## src/rtl/otter_arb_pkg.sv

```systemverilog
// Shared types and constants for the OTTER memory port arbiter.
package otter_arb_pkg;

    // Which requester the read data on the memory port belongs to this cycle.
    typedef enum logic [1:0] {
        NONE  = 2'd0,
        FETCH = 2'd1,
        DLOAD = 2'd2
    } owner_t;

    localparam logic [1:0] SIZE_BYTE = 2'd0;
    localparam logic [1:0] SIZE_HALF = 2'd1;
    localparam logic [1:0] SIZE_WORD = 2'd2;

endpackage

```

## src/rtl/arb_starve_ctr.sv

```systemverilog
// Saturating count of consecutive denied fetch cycles; STARVED is decoded
// from the registered count so it never depends on this cycle's grant.
module arb_starve_ctr #(
    parameter int unsigned STARVE_MAX = 4
) (
    input  logic CLK,
    input  logic RST_N,
    input  logic REQ,
    input  logic GNT,
    output logic STARVED
);

    localparam logic [3:0] MAX_CNT = 4'(STARVE_MAX);

    logic [3:0] cnt_q;
    logic [3:0] cnt_d;

    // Count denied cycles, clear on grant or when fetch stops asking.
    always_comb begin
        cnt_d = cnt_q;
        if (!REQ || GNT) begin
            cnt_d = 4'd0;
        end else if (cnt_q != MAX_CNT) begin
            cnt_d = cnt_q + 4'd1;
        end
    end

    // Counter register.
    always_ff @(posedge CLK or negedge RST_N) begin
        if (!RST_N) begin
            cnt_q <= 4'd0;
        end else begin
            cnt_q <= cnt_d;
        end
    end

    assign STARVED = (cnt_q == MAX_CNT);

endmodule

```

## src/rtl/mem_port_arbiter.sv

```systemverilog
// Shares one synchronous-read memory port between fetch (read-only) and the
// data stage (read/write). Data has priority unless fetch has been starved.
module mem_port_arbiter
    import otter_arb_pkg::*;
#(
    parameter int unsigned ADDR_W     = 32,
    parameter int unsigned STARVE_MAX = 4
) (
    input  logic              CLK,
    input  logic              RST_N,
    input  logic              F_REQ,
    input  logic [ADDR_W-1:0] F_ADDR,
    input  logic              F_FLUSH,
    output logic              F_GNT,
    output logic              F_RVALID,
    output logic [31:0]       F_RDATA,
    input  logic              D_REQ,
    input  logic              D_WE,
    input  logic [ADDR_W-1:0] D_ADDR,
    input  logic [31:0]       D_WDATA,
    input  logic [1:0]        D_SIZE,
    input  logic              D_SIGN,
    output logic              D_GNT,
    output logic              D_RVALID,
    output logic [31:0]       D_RDATA,
    output logic              M_EN,
    output logic              M_WE,
    output logic [ADDR_W-1:0] M_ADDR,
    output logic [31:0]       M_WDATA,
    output logic [1:0]        M_SIZE,
    output logic              M_SIGN,
    input  logic [31:0]       M_RDATA,
    output logic              F_STARVED
);

    owner_t owner_q;
    owner_t owner_d;
    logic   f_win;
    logic   d_win;
    logic   f_starved;

    arb_starve_ctr #(
        .STARVE_MAX(STARVE_MAX)
    ) u_starve (
        .CLK    (CLK),
        .RST_N  (RST_N),
        .REQ    (F_REQ),
        .GNT    (f_win),
        .STARVED(f_starved)
    );

    // Arbitration: starved fetch first, then data, then fetch. The raw wins
    // feed the registers (held in reset anyway); the outputs are reset-gated
    // so no request leaks onto the port while RST_N is low.
    always_comb begin
        f_win = F_REQ && (f_starved || !D_REQ);
        d_win = D_REQ && !(f_starved && F_REQ);
        F_GNT = RST_N && f_win;
        D_GNT = RST_N && d_win;
    end

    // Command mux: winner's fields drive the memory port, idle port is all-zero.
    always_comb begin
        M_EN    = 1'b0;
        M_WE    = 1'b0;
        M_ADDR  = '0;
        M_WDATA = 32'd0;
        M_SIZE  = 2'd0;
        M_SIGN  = 1'b0;
        if (F_GNT) begin
            M_EN   = 1'b1;
            M_ADDR = F_ADDR;
            M_SIZE = SIZE_WORD;
        end else if (D_GNT) begin
            M_EN    = 1'b1;
            M_WE    = D_WE;
            M_ADDR  = D_ADDR;
            M_WDATA = D_WDATA;
            M_SIZE  = D_SIZE;
            M_SIGN  = D_SIGN;
        end
    end

    // Next owner of the read data arriving one cycle later; stores get none.
    always_comb begin
        owner_d = NONE;
        if (f_win) begin
            owner_d = FETCH;
        end else if (d_win && !D_WE) begin
            owner_d = DLOAD;
        end
    end

    // Owner register.
    always_ff @(posedge CLK or negedge RST_N) begin
        if (!RST_N) begin
            owner_q <= NONE;
        end else begin
            owner_q <= owner_d;
        end
    end

    // Response steering; a flush only kills the fetch response due now.
    always_comb begin
        F_RVALID  = RST_N && (owner_q == FETCH) && !F_FLUSH;
        D_RVALID  = RST_N && (owner_q == DLOAD);
        F_RDATA   = F_RVALID ? M_RDATA : 32'd0;
        D_RDATA   = D_RVALID ? M_RDATA : 32'd0;
        F_STARVED = RST_N && f_starved;
    end

endmodule

```

## config.mk

```make
export PLATFORM = sky130hd
export DESIGN_NAME = mem_port_arbiter
export DESIGN_NICKNAME = d
export VERILOG_FILES = /design/src/rtl/otter_arb_pkg.sv /design/src/rtl/arb_starve_ctr.sv /design/src/rtl/mem_port_arbiter.sv
export SDC_FILE = /design/constraint.sdc
export NUM_CORES = 1
export LEC_CHECK = 0
export ABC_AREA = 1
export BUFFER_PORTS_ARGS = -buffer_cell sky130_fd_sc_hd__buf_2
export CORE_AREA = 3 3 107 109
export DETAILED_ROUTE_END_ITERATION = 12
export DIE_AREA = 0 0 110 112
export GPL_TIMING_DRIVEN = 0
export PLACE_DENSITY_LB_ADDON = 0.3
export SYNTH_ARGS = -nofsm -noshare
export SYNTH_HDL_FRONTEND = slang
export SYNTH_SLANG_ARGS = --single-unit
```

## constraint.sdc

```tcl
create_clock -name CLK -period 1.19 [get_ports CLK]
set_clock_uncertainty 0.1 [all_clocks]
set_input_delay 0.0595 -clock CLK [delete_from_list [all_inputs] [get_ports CLK]]
set_output_delay 0.0595 -clock CLK [all_outputs]
set_load 0.02 [all_outputs]
```

==> impl_results.html, run 1 <==
<table>
<tr><th>Metric</th><th>Value</th></tr>
<tr><th colspan="2">Setup path</th></tr>
<tr><td>Reg2reg start</td><td>u_starve.cnt_q[1]</td></tr>
<tr><td>Critical setup path kind</td><td>flop to output port</td></tr>
<tr><td>Arrival time at the worst endpoint</td><td>roughly 1600 ps</td></tr>
<tr><td>Data required, critical path</td><td>a little over 1000 ps</td></tr>
<tr><td>Flop-to-flop setup slack</td><td>-220 ps</td></tr>
<tr><td>Nature of the critical path startpoint</td><td>flop</td></tr>
<tr><td>Library cell contributing the largest single delay on the critical path</td><td>sky130_fd_sc_hd__dfrtp_1</td></tr>
<tr><td>Worst path max stage delay</td><td>between 300 and 400 ps</td></tr>
<tr><td>CP max FO</td><td>5</td></tr>
<tr><td>Crit end category</td><td>output port</td></tr>
<tr><td>Critical Path, Cell by Cell</td><td>inv_2 &gt; ha_4 &gt; nand3_2 &gt; nand2_4 &gt; buf_6 &gt; nand4_1 &gt; nand2_2 &gt; buf_4</td></tr>
<tr><td>Critical R2R Capture</td><td>owner_q[0]</td></tr>
<tr><td>Depth of the worst register-to-register path</td><td>8</td></tr>
<tr><th colspan="2">Cells and area</th></tr>
<tr><td>Fraction of final layout cells sized beyond drive strength 1</td><td>0.748</td></tr>
<tr><td>Synth-to-Final Area Change</td><td>222%</td></tr>
<tr><td>Ant diodes</td><td>0</td></tr>
<tr><td>Number of standard cells in the layout, taps in and fillers out</td><td>roughly 790</td></tr>
<tr><td>Final-stage net count</td><td>between 700 and 800</td></tr>
<tr><th colspan="2">Timing</th></tr>
<tr><td>Setup repair after global routing missed its margin</td><td>yes</td></tr>
<tr><td>Count of final setup violators</td><td>between 100 and 150</td></tr>
<tr><td>Max-slew headroom at the worst pin</td><td>0.689</td></tr>
<tr><td>Number of max-slew violations in the final report</td><td>0</td></tr>
<tr><td>Worst-Margin Slew</td><td>roughly 470 ps</td></tr>
<tr><td>Highest achievable clock rate</td><td>about 570 MHz</td></tr>
<tr><td>Clock period minus final worst setup slack</td><td>about 1800 ps</td></tr>
<tr><td>Final cycle utilization of the critical path</td><td>1.48</td></tr>
<tr><td>Final hold violation count</td><td>0</td></tr>
<tr><td>Final Worst Setup Slack</td><td>-572 ps</td></tr>
<tr><th colspan="2">Run status</th></tr>
<tr><td>Outcome</td><td>complete, but fails checks</td></tr>
<tr><td>Failing checks</td><td>negative setup slack</td></tr>
<tr><th colspan="2">Synthesis</th></tr>
<tr><td>Cell types occupying the most area after synthesis</td><td>sky130_fd_sc_hd__nand4_1 (24%), sky130_fd_sc_hd__nor2_1 (23%), sky130_fd_sc_hd__inv_1 (17%)</td></tr>
<tr><td>Count of flip-flops with a built-in enable after synthesis</td><td>0</td></tr>
<tr><td>Leading cell type by number of instances after synthesis</td><td>sky130_fd_sc_hd__nor2_1</td></tr>
<tr><td>Number of cells produced by synthesis</td><td>around 340</td></tr>
<tr><td>Yosys top cell by area</td><td>sky130_fd_sc_hd__nand4_1</td></tr>
<tr><td>Seq/Total Area, Yosys</td><td>0.0884</td></tr>
<tr><td>Area share of the leading cell type in the synthesized netlist</td><td>0.239</td></tr>
<tr><td>Average cell area after synthesis</td><td>about 5.1 um^2</td></tr>
<tr><td>Most common flop cell mapped by yosys</td><td>sky130_fd_sc_hd__dfrtp_1</td></tr>
<tr><td>Cell area after technology mapping</td><td>about 1700 um^2</td></tr>
<tr><td>Distinct cells, synth</td><td>18</td></tr>
<tr><td>Top cells by instance count after synthesis</td><td>sky130_fd_sc_hd__nor2_1 (106), sky130_fd_sc_hd__inv_1 (78), sky130_fd_sc_hd__nand4_1 (65)</td></tr>
<tr><td>Synth Warn #</td><td>0</td></tr>
<tr><td>Total nets after synthesis</td><td>between 400 and 500</td></tr>
<tr><td>Flip-flop and latch count after synthesis</td><td>6</td></tr>
<tr><td>Fraction of registers with async set/reset</td><td>1.00</td></tr>
<tr><th colspan="2">Global routing</th></tr>
<tr><td>Number of global-route vias before repair</td><td>between 3k and 4k</td></tr>
<tr><td>Congestion Overflow GR</td><td>0</td></tr>
<tr><td>Wire length of the first global-routing pass</td><td>roughly 18 mm</td></tr>
<tr><td>Maximum number of pins on one net before global-route repair</td><td>11</td></tr>
<tr><td>Total GRT Usage</td><td>0.181</td></tr>
<tr><td>Initial antenna violation count</td><td>0</td></tr>
<tr><th colspan="2">Floorplan</th></tr>
<tr><td>Top Ports</td><td>between 200 and 300</td></tr>
<tr><td>Vertical extent of the die</td><td>112 um</td></tr>
<tr><td>Number of placement rows</td><td>38</td></tr>
<tr><td>Effective utilization at floorplan</td><td>0.159</td></tr>
<tr><td>Placeable core area</td><td>around 11,000 um^2</td></tr>
<tr><td>Die Wd</td><td>between 100 and 150 um</td></tr>
<tr><td>Total Die Area</td><td>12,300 um^2</td></tr>
<tr><th colspan="2">Route</th></tr>
<tr><td>Via-per-instance ratio</td><td>about 4.5</td></tr>
<tr><td>DRT antenna net count</td><td>0</td></tr>
<tr><td>Routed wire length per instance</td><td>~16 um</td></tr>
<tr><td>DRC violation count after routing</td><td>0</td></tr>
<tr><td>Drt total wl</td><td>between 10 and 15 mm</td></tr>
<tr><td>DR vias</td><td>around 3.6k</td></tr>
<tr><td>DRC marker count from the first detailed-route iteration</td><td>between 100 and 150</td></tr>
<tr><td>Number of detailed-route iterations in the first pass</td><td>4</td></tr>
<tr><th colspan="2">Job</th></tr>
<tr><td>Max-cap viol count</td><td>0</td></tr>
<tr><th colspan="2">Placement</th></tr>
<tr><td>GPL Wtd Cong</td><td>0.847</td></tr>
<tr><td>Setup slack after placement</td><td>-458 ps</td></tr>
<tr><td>Number of I/O port buffers</td><td>roughly 270</td></tr>
<tr><td>Placed cells</td><td>around 750</td></tr>
<tr><td>Final HPWL DP</td><td>about 8.2 mm</td></tr>
<tr><th colspan="2">Min path</th></tr>
<tr><td>HP Class</td><td>input port to asynchronous set/reset pin</td></tr>
<tr><th colspan="2">Pwr</th></tr>
<tr><td>Worst ir drop on vdd</td><td>between 200 and 250 uV</td></tr>
<tr><td>Static Leakage</td><td>about 2.8 nW</td></tr>
<tr><td>P per Cell Area</td><td>386 nW/um^2</td></tr>
<tr><th colspan="2">Clock tree</th></tr>
<tr><td>Number of clock buffers inserted by TritonCTS</td><td>3</td></tr>
<tr><td>Number of H-tree branching levels</td><td>1</td></tr>
<tr><td>Clock-pin slew of the registers on the worst-case setup and hold paths</td><td>roughly 40 ps</td></tr>
<tr><td>Clock network latency to the later pin of the worst-skew pair</td><td>between 200 and 250 ps</td></tr>
<tr><td>Num Clock Sinks</td><td>6</td></tr>
<tr><td>CTS tree</td><td>yes</td></tr>
<tr><td>CTS root buf</td><td>sky130_fd_sc_hd__clkbuf_8</td></tr>
<tr><td>Number of buffers between clock root and the deepest sink</td><td>2</td></tr>
</table>
==> repair_timing <==
action                                  in CTS  in global routing
endpoints found under the setup margin     142                144
setup buffers                               21                  9
gates resized for setup                    377                 43
pin swaps                                   15                 13
gates cloned                                11                  3
hold buffers                                 2                  0
hold endpoints to repair                     7                  0
==> metrics by stage <==
stage,TNS (ps),hold WS [ps],util,power (mW),area [um^2]
after global placement,-36280,-204,0.340,1.32,3640
after floorplan,-10070,-336,-,0.880,2100
after detailed placement,-40350,-199,0.340,1.34,3640
final,-63080,170,0.511,2.11,5470
after global routing,-73530,186,0.511,2.24,5470
after CTS,-60590,164,0.500,2.06,5350
==> state kept, by name, indices dropped and copies added (netlist names) <==
name            flops
u_starve.cnt_q      4
owner_q             2
==> cell families (layout without fill, tap and decap cells) <==
group | after synthesis | after routing | synth area share
buffers and inverters | 109 | 421 | 0.286
DFF | 6 | 6 | 0.0884
xor gates and xnor gates | 2 | 2 | 0.0103
and+or+nand+nor | 216 | 217 | 0.601
adders and majority gates | 2 | 2 | 0.0147
==> routing by layer <==
layer	up-vias	GRT usage	part of all wire
met5	-	0	0
met4	0	0.0590	0.026
met3	24	0.0400	0.090
met2	195	0.356	0.55
met1	1672	0.180	0.33
li1	1678	-	-
==> how the worst max path moves through the flow <==
stage | from | endpoint | slack (ps)
after floorplan | u_starve.cnt_q[0] | D_GNT | -190
after global placement | u_starve.cnt_q[0] | D_GNT | -420
after detailed placement | u_starve.cnt_q[0] | D_GNT | -460
after CTS | u_starve.cnt_q[0] | D_GNT | -590
after global routing | u_starve.cnt_q[1] | M_WDATA[4] | -660
final | u_starve.cnt_q[1] | M_ADDR[10] | -570
==> report_power, final <==
| group | switching, mW | internal, mW | total, mW |
|---|---|---|---|
| Clock | 0.0796 | 0.217 | 0.296 |
| Sequential | 0.00616 | 0.212 | 0.218 |
| Combinational | 0.867 | 0.730 | 1.60 |
==> critical path, delay by kind of cell (launching register included) <==
family        cells  cell delay, ps
fa+ha+maj         1             150
flops             1             380
simple gates      4             500
buf+inv           3             330
==> final cells by class <==
| type | instances | area [um^2] |
|---|---|---|
| clock buffers | 3 | 41.3 |
| inverters | 78 | 302 |
| well taps | 140 | 175 |
| multi-input cells | 221 | 1910 |
| flip-flops and latches | 6 | 150 |
| plain buffers | 29 | 268 |
| repair buffers | 311 | 2620 |
| fillers | 982 | 5230 |
==> placed cells by master (no fill, tap or decap), types with 2 or more instances in the layout <==
cell type                       netlist  layout
sky130_fd_sc_hd__buf_12               0      12
sky130_fd_sc_hd__nand2_1             36       2
sky130_fd_sc_hd__nor2_4               0      92
sky130_fd_sc_hd__nor2_2               0       7
sky130_fd_sc_hd__nand3_4              1       3
sky130_fd_sc_hd__buf_6                6     121
sky130_fd_sc_hd__buf_16               0       4
sky130_fd_sc_hd__nand3_1              5       2
sky130_fd_sc_hd__nand4_1             65      65
sky130_fd_sc_hd__buf_8                0       4
sky130_fd_sc_hd__nand2_2              1      35
sky130_fd_sc_hd__clkbuf_1             3       3
sky130_fd_sc_hd__inv_1               78      71
sky130_fd_sc_hd__inv_2                0       5
sky130_fd_sc_hd__clkbuf_8             0       3
sky130_fd_sc_hd__nand3_2              1       2
sky130_fd_sc_hd__nor2_1             106       7
sky130_fd_sc_hd__buf_1                3       3
sky130_fd_sc_hd__dlygate4sd3_1        0       2
sky130_fd_sc_hd__dfrtp_1              6       6
sky130_fd_sc_hd__buf_2               16     145
sky130_fd_sc_hd__buf_4                3      46
Power figures use the tool's default switching activity.
==> run 2, diff against run 1 <==
--- a/config.mk
+++ b/config.mk
@@ -5,13 +5,13 @@
 export SDC_FILE = /design/constraint.sdc
 export NUM_CORES = 1
 export LEC_CHECK = 0
-export ABC_AREA = 1
 export BUFFER_PORTS_ARGS = -buffer_cell sky130_fd_sc_hd__buf_2
-export CORE_AREA = 3 3 107 109
+export CORE_AREA = 3 3 105 107
 export DETAILED_ROUTE_END_ITERATION = 12
-export DIE_AREA = 0 0 110 112
+export DIE_AREA = 0 0 108 110
 export GPL_TIMING_DRIVEN = 0
 export PLACE_DENSITY_LB_ADDON = 0.3
+export SKIP_CTS_REPAIR_TIMING = 1
 export SYNTH_ARGS = -nofsm -noshare
 export SYNTH_HDL_FRONTEND = slang
 export SYNTH_SLANG_ARGS = --single-unit
==> impl_results.html, run 2 <==
<table>
<tr><th>Metric</th><th>Value</th></tr>
<tr><th colspan="2">Clock tree</th></tr>
<tr><td>CTS tree</td><td>yes</td></tr>
<tr><td>Number of H-tree branching levels</td><td>1 (unchanged)</td></tr>
<tr><td>CTS root buf</td><td>sky130_fd_sc_hd__clkbuf_8</td></tr>
<tr><td>Number of buffers between clock root and the deepest sink</td><td>2 (unchanged)</td></tr>
<tr><td>Number of clock buffers inserted by TritonCTS</td><td>3 (unchanged)</td></tr>
<tr><td>Num Clock Sinks</td><td>6 (unchanged)</td></tr>
<tr><td>Clock-pin slew of the registers on the worst-case setup and hold paths</td><td>40 ps (about the same)</td></tr>
<tr><td>Clock network latency to the later pin of the worst-skew pair</td><td>220 ps (about the same)</td></tr>
<tr><th colspan="2">Route</th></tr>
<tr><td>DRT antenna net count</td><td>0 (unchanged)</td></tr>
<tr><td>Via-per-instance ratio</td><td>4.10 (-9.5%)</td></tr>
<tr><td>Routed wire length per instance</td><td>15.4 um (-1.6%)</td></tr>
<tr><td>Number of detailed-route iterations in the first pass</td><td>2 (-2)</td></tr>
<tr><td>DR vias</td><td>2,533 (-29%)</td></tr>
<tr><td>Drt total wl</td><td>9.51 mm (-23%)</td></tr>
<tr><td>DRC violation count after routing</td><td>0 (unchanged)</td></tr>
<tr><td>DRC marker count from the first detailed-route iteration</td><td>116 (-4.9%)</td></tr>
<tr><th colspan="2">Job</th></tr>
<tr><td>Max-cap viol count</td><td>0 (unchanged)</td></tr>
<tr><th colspan="2">Synthesis</th></tr>
<tr><td>Cell types occupying the most area after synthesis</td><td>sky130_fd_sc_hd__and2_1 (47%), sky130_fd_sc_hd__a22o_1 (21%), sky130_fd_sc_hd__dfrtp_1 (11%)</td></tr>
<tr><td>Leading cell type by number of instances after synthesis</td><td>sky130_fd_sc_hd__and2_1</td></tr>
<tr><td>Seq/Total Area, Yosys</td><td>0.114 (+0.0260)</td></tr>
<tr><td>Number of cells produced by synthesis</td><td>183 (-45%)</td></tr>
<tr><td>Count of flip-flops with a built-in enable after synthesis</td><td>0 (unchanged)</td></tr>
<tr><td>Most common flop cell mapped by yosys</td><td>sky130_fd_sc_hd__dfrtp_1</td></tr>
<tr><td>Yosys top cell by area</td><td>sky130_fd_sc_hd__and2_1</td></tr>
<tr><td>Fraction of registers with async set/reset</td><td>1.00 (unchanged)</td></tr>
<tr><td>Cell area after technology mapping</td><td>1310 um^2 (-23%)</td></tr>
<tr><td>Average cell area after synthesis</td><td>7.17 um^2 (+42%)</td></tr>
<tr><td>Distinct cells, synth</td><td>21 (+3)</td></tr>
<tr><td>Total nets after synthesis</td><td>322 (-32%)</td></tr>
<tr><td>Flip-flop and latch count after synthesis</td><td>6 (unchanged)</td></tr>
<tr><td>Area share of the leading cell type in the synthesized netlist</td><td>0.472 (+0.232)</td></tr>
<tr><td>Top cells by instance count after synthesis</td><td>sky130_fd_sc_hd__and2_1 (99), sky130_fd_sc_hd__a22o_1 (32), sky130_fd_sc_hd__clkbuf_1 (11)</td></tr>
<tr><td>Synth Warn #</td><td>0 (unchanged)</td></tr>
<tr><th colspan="2">Placement</th></tr>
<tr><td>Placed cells</td><td>593 (-21%)</td></tr>
<tr><td>Number of I/O port buffers</td><td>274 (+0.74%)</td></tr>
<tr><td>GPL Wtd Cong</td><td>0.772 (-8.9%)</td></tr>
<tr><td>Final HPWL DP</td><td>7.48 mm (-9.0%)</td></tr>
<tr><th colspan="2">Cells and area</th></tr>
<tr><td>Share of the core filled with cells in the final layout</td><td>0.425 (-0.0858)</td></tr>
<tr><td>Fraction of final layout cells sized beyond drive strength 1</td><td>0.925 (+0.177)</td></tr>
<tr><td>Final-stage net count</td><td>622 (-21%)</td></tr>
<tr><td>Most frequent cells in the layout</td><td>sky130_fd_sc_hd__buf_2 (180), sky130_fd_sc_hd__buf_6 (107), sky130_fd_sc_hd__and2_4 (65)</td></tr>
<tr><td>Synth-to-Final Area Change</td><td>231%</td></tr>
<tr><td>Biggest register</td><td>u_starve.cnt_q</td></tr>
<tr><td>Number of standard cells in the layout, taps in and fillers out</td><td>618 (-22%)</td></tr>
<tr><td>Most frequent standard cell in the layout excluding fill and tap cells</td><td>sky130_fd_sc_hd__buf_2</td></tr>
<tr><td>Biggest regs</td><td>u_starve.cnt_q x4, owner_q x2</td></tr>
<tr><td>Largest register FFs</td><td>4 (unchanged)</td></tr>
<tr><th colspan="2">Global routing</th></tr>
<tr><td>Wire length of the first global-routing pass</td><td>11.4 mm (-37%)</td></tr>
<tr><td>Total GRT Usage</td><td>0.118 (-0.0628)</td></tr>
<tr><td>Number of global-route vias before repair</td><td>2,374 (-36%)</td></tr>
<tr><td>Maximum number of pins on one net before global-route repair</td><td>11 (unchanged)</td></tr>
<tr><td>Initial antenna violation count</td><td>1 (+1)</td></tr>
<tr><td>Congestion Overflow GR</td><td>0 (unchanged)</td></tr>
<tr><th colspan="2">Setup path</th></tr>
<tr><td>Depth of the worst register-to-register path</td><td>7 (-1)</td></tr>
<tr><td>Arrival time at the worst endpoint</td><td>1930 ps (+330 ps)</td></tr>
<tr><td>Reg2reg start</td><td>u_starve.cnt_q[1]</td></tr>
<tr><td>Flop-to-flop setup slack</td><td>-260 ps (-40 ps)</td></tr>
<tr><td>Worst path max stage delay</td><td>390 ps (about the same)</td></tr>
<tr><td>Nature of the critical path startpoint</td><td>flop</td></tr>
<tr><td>Crit end category</td><td>output port</td></tr>
<tr><td>Data required, critical path</td><td>1030 ps (about the same)</td></tr>
<tr><td>Critical R2R Capture</td><td>u_starve.cnt_q[0]</td></tr>
<tr><td>Library cell contributing the largest single delay on the critical path</td><td>sky130_fd_sc_hd__dfrtp_1</td></tr>
<tr><td>Critical Path, Cell by Cell</td><td>inv_1 &gt; ha_2 &gt; nand4b_1 &gt; and3_1 &gt; buf_6 &gt; buf_12 &gt; buf_12 &gt; a22o_4 &gt; buf_6</td></tr>
<tr><td>Critical setup path kind</td><td>flop to output port</td></tr>
<tr><td>CP max FO</td><td>10 (+5)</td></tr>
<tr><td>Critical path launch point</td><td>u_starve.cnt_q[1]</td></tr>
<tr><th colspan="2">Min path</th></tr>
<tr><td>Hold Path End</td><td>u_starve.cnt_q[1]</td></tr>
<tr><td>HP Class</td><td>input port to flop</td></tr>
<tr><td>Startpoint of the most critical hold path</td><td>F_REQ</td></tr>
<tr><td>Cell depth of the worst min-delay path</td><td>3</td></tr>
<tr><th colspan="2">Timing</th></tr>
<tr><td>Final hold violation count</td><td>0 (unchanged)</td></tr>
<tr><td>Final cycle utilization of the critical path</td><td>1.75 (+0.273)</td></tr>
<tr><td>Worst-Margin Slew</td><td>317 ps (-150 ps)</td></tr>
<tr><td>Setup repair after global routing missed its margin</td><td>yes</td></tr>
<tr><td>Number of max-slew violations in the final report</td><td>0 (unchanged)</td></tr>
<tr><td>Max-slew headroom at the worst pin</td><td>0.789 (+0.0997)</td></tr>
<tr><td>Clock period minus final worst setup slack</td><td>2090 ps (+325 ps)</td></tr>
<tr><td>Final Worst Setup Slack</td><td>-896 ps (-325 ps)</td></tr>
<tr><td>Count of final setup violators</td><td>143 (-0.69%)</td></tr>
<tr><td>Highest achievable clock rate</td><td>479 MHz (-16%)</td></tr>
<tr><td>Worst Hold Margin</td><td>32.4 ps (-138 ps)</td></tr>
<tr><th colspan="2">Floorplan</th></tr>
<tr><td>Vertical extent of the die</td><td>110 um (-1.8%)</td></tr>
<tr><td>Effective utilization at floorplan</td><td>0.128 (-0.0304)</td></tr>
<tr><td>Number of placement rows</td><td>37 (-2.6%)</td></tr>
<tr><td>Die Wd</td><td>108 um (-1.8%)</td></tr>
<tr><td>Top Ports</td><td>275 (unchanged)</td></tr>
<tr><td>Total Die Area</td><td>11,900 um^2 (-3.6%)</td></tr>
<tr><td>Placeable core area</td><td>10,200 um^2 (-4.4%)</td></tr>
<tr><th colspan="2">Pwr</th></tr>
<tr><td>Worst ir drop on vdd</td><td>240 uV (-4.0%)</td></tr>
<tr><td>P per Cell Area</td><td>405 nW/um^2 (+4.9%)</td></tr>
<tr><td>Static Leakage</td><td>2.42 nW (-14%)</td></tr>
<tr><th colspan="2">Run status</th></tr>
<tr><td>Outcome</td><td>complete, but fails checks</td></tr>
<tr><td>Failing checks</td><td>negative setup slack</td></tr>
</table>
-- run 2: cell types whose count changed after synthesis, moves of 3 or more --
cell                       change
sky130_fd_sc_hd__nand4_1      -65
sky130_fd_sc_hd__nor2_1       -98
sky130_fd_sc_hd__nand2_1      -33
sky130_fd_sc_hd__buf_6         -3
sky130_fd_sc_hd__clkbuf_1      +8
sky130_fd_sc_hd__buf_2        -13
sky130_fd_sc_hd__inv_1        -74
sky130_fd_sc_hd__and2_1       +99
sky130_fd_sc_hd__a22o_1       +32
sky130_fd_sc_hd__buf_4         -3
sky130_fd_sc_hd__buf_1         -3
sky130_fd_sc_hd__nand3_1       -3
-- run 2: cell type report --
type                       count  area, um^2
sequential                     6         150
fill                        1005        5880
multi-input combinational    156        1530
tap                          136         170
timing repair buffer         296        2250
inverter                       4        15.0
antenna                        1        2.50
buffer                        16         189
clock buffer                   3        41.3
-- run 2: through the flow --
stage                     TNS, ps  cell area (um^2)  power, mW  setup WS [ps]
final                      -86080              4350       1.76           -896
after global placement     -58580              3280       1.20           -761
after CTS                  -91340              3320       1.52           -997
after global routing       -96510              4350       1.87           -973
after detailed placement   -60340              3280       1.21           -753
after floorplan            -25510              1730      0.757           -445
-- run 2: logic make-up (layout without fill, tap and decap cells) --
family / count (synthesis) / in the layout / synth area share
AOI/OAI and AO/OA: 35 / 35 / 0.232
xor gates and xnor gates: 2 / 2 / 0.0133
adders and majority gates: 2 / 2 / 0.0191
buffers and inverters: 21 / 319 / 0.0801
DFF: 6 / 6 / 0.114
other: 0 / 1 / 0
and+or+nand+nor: 117 / 117 / 0.541
-- run 2: worst max path at each step --
stage	endpoint	slack [ps]	cells after the start
after floorplan	M_ADDR[18]	-450	8
after global placement	M_ADDR[7]	-760	7
after detailed placement	M_ADDR[7]	-750	7
after CTS	M_ADDR[7]	-1000	7
after global routing	M_ADDR[24]	-970	9
final	M_ADDR[24]	-900	9
-- run 2: worst max-delay path, delay by kind of cell, from the launching register on --
family | cells | cell delay [ps]
adders and majority gates | 1 | 170
and+or+nand+nor | 2 | 310
DFF | 1 | 390
AOI/OAI and AO/OA | 1 | 220
buffers and inverters | 5 | 610
-- run 2: metal layers --
layer | track usage | up-vias | share of wire
li1 | - | 1208 | -
met1 | 0.120 | 1155 | 0.34
met2 | 0.255 | 166 | 0.56
met3 | 0.0198 | 4 | 0.099
met4 | 0.00992 | 0 | 0.0022
met5 | 0 | - | 0
-- run 2: power by group --
part           total [mW]  switching [mW]  internal [mW]
Combinational        1.24           0.571          0.669
Sequential          0.219         0.00688          0.212
Clock               0.304          0.0870          0.217
